$ cat src/rtl/bnn_psum_threshold.sv
// Accumulates per-lane psums over a window of passes, then binarises each lane against its threshold; act_out 1 clk after last beat.
// psum_ready drops while the result waits in EMIT for act_ready; THRESH_INVERT_EN adds a per-lane compare-invert bit.
module bnn_psum_threshold #(
   parameter int LANES      = 4,
   parameter int PSUM_WIDTH = 4,
   parameter int ACC_WIDTH  = 12,
   parameter int PASS_W     = 8,
   localparam int LW        = (LANES > 1) ? $clog2(LANES) : 1
) (
   input  logic                        clk,
   input  logic                        rst,
   input  logic                        cfg_we,
   input  logic [LW-1:0]               cfg_lane,
   input  logic [ACC_WIDTH-1:0]        cfg_thresh,
   input  logic                        cfg_invert,
   input  logic [PASS_W-1:0]           cfg_passes,
   input  logic                        psum_valid,
   output logic                        psum_ready,
   input  logic [LANES*PSUM_WIDTH-1:0] psum_in,
   output logic                        act_valid,
   input  logic                        act_ready,
   output logic [LANES-1:0]            act_out,
   output logic                        busy,
   output logic                        ovf
);

   typedef enum logic [1:0] {IDLE, ACC, EMIT} state_t;

   state_t                state, state_nxt;
   logic [ACC_WIDTH-1:0]  acc     [LANES];
   logic [ACC_WIDTH-1:0]  acc_nxt [LANES];
   logic [ACC_WIDTH-1:0]  thresh  [LANES];
   logic [PASS_W-1:0]     pass_cnt;
   logic [PASS_W-1:0]     passes;
   logic                  accept;
   logic                  last;
   logic                  cfg_ok;
   logic                  ovf_hit;
   logic [LANES-1:0]      cmp;
   logic [ACC_WIDTH:0]    sum;
   logic [ACC_WIDTH:0]    lane_ext;

`ifdef THRESH_INVERT_EN
   logic [LANES-1:0]      inv;
`else
   logic                  unused_cfg_invert;
   assign unused_cfg_invert = cfg_invert;
`endif

   assign psum_ready = rst & (state != EMIT);
   assign act_valid  = (state == EMIT);
   assign busy       = (state != IDLE);
   assign accept     = psum_valid & psum_ready;
   assign last       = (pass_cnt == passes - PASS_W'(1));
   // A config write racing a beat would change the window it belongs to, so it is dropped.
   assign cfg_ok     = cfg_we & (state == IDLE) & ~accept;

   always_comb begin
      acc_nxt  = acc;
      ovf_hit  = 1'b0;
      cmp      = '0;
      sum      = '0;
      lane_ext = '0;
      for (int i = 0; i < LANES; i++) begin
         lane_ext = (ACC_WIDTH+1)'(psum_in[i*PSUM_WIDTH +: PSUM_WIDTH]);
         sum      = ((state == IDLE) ? '0 : {1'b0, acc[i]}) + lane_ext;
         if (sum[ACC_WIDTH]) begin
            acc_nxt[i] = '1;
            ovf_hit    = 1'b1;
         end else begin
            acc_nxt[i] = sum[ACC_WIDTH-1:0];
         end
`ifdef THRESH_INVERT_EN
         cmp[i] = inv[i] ? (acc_nxt[i] < thresh[i]) : (acc_nxt[i] >= thresh[i]);
`else
         cmp[i] = (acc_nxt[i] >= thresh[i]);
`endif
      end
   end

   always_comb begin
      state_nxt = state;
      case (state)
         IDLE:    if (accept) state_nxt = last ? EMIT : ACC;
         ACC:     if (accept && last) state_nxt = EMIT;
         EMIT:    if (act_ready) state_nxt = IDLE;
         default: state_nxt = IDLE;
      endcase
   end

   always_ff @(posedge clk or negedge rst) begin
      if (!rst) begin
         state    <= IDLE;
         pass_cnt <= '0;
         passes   <= PASS_W'(1);
         ovf      <= 1'b0;
         act_out  <= '0;
         for (int i = 0; i < LANES; i++) begin
            acc[i]    <= '0;
            thresh[i] <= '0;
         end
`ifdef THRESH_INVERT_EN
         inv      <= '0;
`endif
      end else begin
         state <= state_nxt;
         if (accept) begin
            for (int i = 0; i < LANES; i++) acc[i] <= acc_nxt[i];
            if (ovf_hit) ovf <= 1'b1;
            if (last) act_out <= cmp;
         end
         if (act_valid && act_ready) pass_cnt <= '0;
         else if (accept)            pass_cnt <= pass_cnt + PASS_W'(1);
         if (cfg_ok) begin
            passes <= (cfg_passes == '0) ? PASS_W'(1) : cfg_passes;
            if (int'(cfg_lane) < LANES) begin
               thresh[cfg_lane] <= cfg_thresh;
`ifdef THRESH_INVERT_EN
               inv[cfg_lane]    <= cfg_invert;
`endif
            end
         end
      end
   end

endmodule

$ cat config.mk
export PLATFORM = sky130hd
export DESIGN_NAME = bnn_psum_threshold
export DESIGN_NICKNAME = d
export VERILOG_FILES = /design/src/rtl/bnn_psum_threshold.sv
export SDC_FILE = /design/constraint.sdc
export NUM_CORES = 1
export LEC_CHECK = 0
export BUFFER_PORTS_ARGS = -buffer_cell sky130_fd_sc_hd__buf_2
export CAP_MARGIN = 0
export CELL_PAD_IN_SITES_DETAIL_PLACEMENT = 1
export CELL_PAD_IN_SITES_GLOBAL_PLACEMENT = 1
export CORE_MARGIN = 2
export CORE_UTILIZATION = 25
export CTS_CLUSTER_DIAMETER = 40
export CTS_CLUSTER_SIZE = 30
export DETAILED_ROUTE_END_ITERATION = 7
export GPL_TIMING_DRIVEN = 0
export PLACE_DENSITY = 0.48
export SETUP_SLACK_MARGIN = 0.3
export SLEW_MARGIN = 15
export SYNTH_ARGS = -nofsm -noshare
export SYNTH_HDL_FRONTEND = slang
export SYNTH_SLANG_ARGS = --single-unit
$ cat constraint.sdc
create_clock -name clk -period 4.61 [get_ports clk]
set_input_delay 0.461 -clock clk [delete_from_list [all_inputs] [get_ports clk]]
set_output_delay 0.461 -clock clk [all_outputs]
set_load 0.02 [all_outputs]
==> reports/metrics.csv <==
metric;value;unit
crit_chain;nor2_4 -> clkinv_4 -> buf_12 -> clkbuf_16 -> and2_4 -> ha_4 -> fa_2 -> a21o_1 -> a21oi_4 -> nor2_4 -> nand4_1 -> buf_4 -> buf_6 -> nor2b_4 -> ha_1 -> nand2b_1 -> a21o_1 -> a211o_1 -> a21oi_2 -> nor2_1 -> mux2_4;
numCtsBuffers;17;
drc;0;
critPathMaxStageDelay;0.45;ns
num_rows;64;
die_h;180.9;um
yosys_warnings;0;
synth_common_cells;dfrtp_1 (118), o21ai_0 (69), ha_1 (66);
grt_start_max_net_pins;66;
yosys.area.top_type;dfrtp_1;
num_vias;6515;
synth_adder_area_share;11.58;%
gp_congestion;0.7595;
numPortBuffers;50;
synthSimpleGateAreaFrac;15.34;%
clk_pin_slew_worst_paths;0.06;ns
dieWidth;180.9;um
grt_overflow_total;0;
avgSynthCellArea;9.425;um2
finalCritPeriodShare;90.48;%
drt-pass1-iter-count;4;
drt_iter0_drc;264;
wl_per_cell;20.05;um
powerDensity;622.6;nW/um2
area_delta_synth_final;24.10;%
cap_violations;0;
slew-limit-headroom;35.93;%
yosysUniqueCellTypes;60;
cp-end-kind;flip-flop;
power_frac_comb;47.8;%
wl;26780;um
grt_pass1_vias;6762;
post-route-util;31.65;%
antenna_found_initial;0;
die-area;32720;um2
p_leak;4.473;nW
yosysSeqAreaShare;38.08;%
clock_skew;0.009929;ns
grt_pass1_wl;41410;um
cp_top_family;compound AO/OA/AOI/OAI gates;
drive_above_1_share;23.86;%
htreeDepth;4;
synth_top_area_share;37.75;%
tightest_slew;0.9611;ns
post-dp-hpwl;18660;um
critPathBufInv;5;
cts-root-buf;clkbuf_16;
synth_edf_count;0;
setup_violations;0;
cp-start-kind;flip-flop;
clk_latency;0.43;ns
viasPerCell;4.876;
p_sw_share;39.19;%
yosys.cell_count.top_type;dfrtp_1;
hp-class;in -> reg;
max_freq;239.7;MHz
status;completed;
nFillCells;3556;
critPathArrivalTime;4.49;ns
internal_power;3.676;mW
grt_setup_unrepaired;no;
p_seq_share;28.4;%
postSynth.asyncResetShare;100.0;%
path_class;reg -> reg;
period_needed;4.171;ns
syn_inst;830;
worst-path-max-fanout;7;
syn_area;7823;um2
synth-compound-area-share;17.55;%
synth-seq-cells;119;
switchingPower;2.368;mW
ioPinCount;52;
grtUsageTotal;16.78;%
cts_tree;yes;
vdd_drop_max;0.2299;mV
core-area;30670;um2
hold_viol_final;0;
synth_top_family_by_area;compound AO/OA/AOI/OAI gates;
slew_violations;0;
ys.flop_type;dfrtp_1;
clockBufferDepth;2;
cp_slowest_cell;dfrtp_2;
synth_mux_area_share;7.806;%
ant_nets;0;
cts.sinks;119;
nNetsFinal;1041;
crit_required;4.92;ns
clkPwrFrac;23.8;%
synthXorXnorAreaFrac;4.814;%
synth.net_count;944;
finalSetupTns;0;ns
synth_top_cells_by_area;dfrtp_1 (38%), ha_1 (11%), mux2_2 (6.9%), o21ai_0 (4.4%), a21oi_1 (3.5%);
start_util;25.51;%
## cell usage in the layout (no fill, tap or decap), drive strengths merged, types with 18 or more instances in the layout
cell    count
nor2       42
nand2b     18
a31oi      19
buf        94
a21oi      55
and3       22
nand3      28
nand2      57
xnor2      29
clkbuf     39
dfrtp     118
o21ai      75
ha         66
inv        58
a21o       24
mux2       52
and2       23
## flip-flops by register name, indices dropped and copies added (netlist names)
register and flops:
pass_cnt 8, ovf 1, state 2, passes 8, acc 48, act_out 4
thresh 48
## power groups by stage
stage | registers [mW] | clock network [mW] | logic [mW]
after global routing | 1.78 | 1.51 | 3.31
after global placement | 1.72 | 0 | 2.60
after detailed placement | 1.73 | 0 | 2.65
after CTS | 1.72 | 1.47 | 2.77
final | 1.72 | 1.44 | 2.89
after floorplan | 1.65 | 0 | 2.00
## final timing paths
kind,from,to,slack [ns],cells past startpoint
setup / recovery,state[1],act_out[3],0.44,21
hold / removal,act_ready,state[1],0.23,2
setup reg to reg,state[1],act_out[3],0.44,21
hold reg to reg,acc[12],acc[12],0.48,2
max in group asynchronous,rst,passes[0],3.30,3
min in group asynchronous,rst,thresh[24],0.56,2
## layout make-up
type	count	area [um2]	area share, %
multi-input combinational	615	4648	47.88
sequential	119	2982	30.71
timing repair buffer	78	496.7	5.117
tap	396	495.5	5.104
clock buffer	19	432.9	4.459
buffer	37	245.2	2.526
inverter	59	226.5	2.333
clock inverter	12	178.9	1.843
antenna	1	2.502	0.02578
## through the flow
stage	hold WS [ns]	setup WS, ns	area (um2)	total power, mW	std cells
2_1_floorplan	0.1654	0.4089	7823	3.649	830
3_3_place_gp	0.4595	-1.039	8568	4.324	1276
3_5_place_dp	0.4472	-1.117	8606	4.383	1277
4_1_cts	0.2188	0.2761	9457	5.957	1317
5_1_grt	0.2334	0.2862	9706	6.600	1335
6_report	0.2253	0.4387	9708	6.044	1336
## metal layers
metal | routed length [um] | track usage, % | vias to the layer above
met5 | 0 | 0 | -
li1 | - | - | 3137
met1 | 13020 | 22.87 | 3300
met3 | 448 | 1.734 | 23
met2 | 12900 | 28.00 | 55
met4 | 418 | 5.097 | 0
## logic make-up (layout without fill, tap and decap cells)
group	after synthesis	after routing
AO/OA/AOI/OAI	221	221
XOR/XNOR	43	43
adder cells (fa/ha/maj)	70	70
buffers and inverters	96	205
flip-flops	119	119
multiplexers	53	53
other	0	1
AND/OR/NAND/NOR	228	228
## repair_timing
item,CTS,global route
setup buffers,8,17
setup endpoints to repair,10,4
hold endpoints to repair,16,0
gates cloned,0,1
resized for setup,47,33
hold buffers,1,0
pin swaps,5,20
Note: power is estimated with default switching activity, not from simulation.
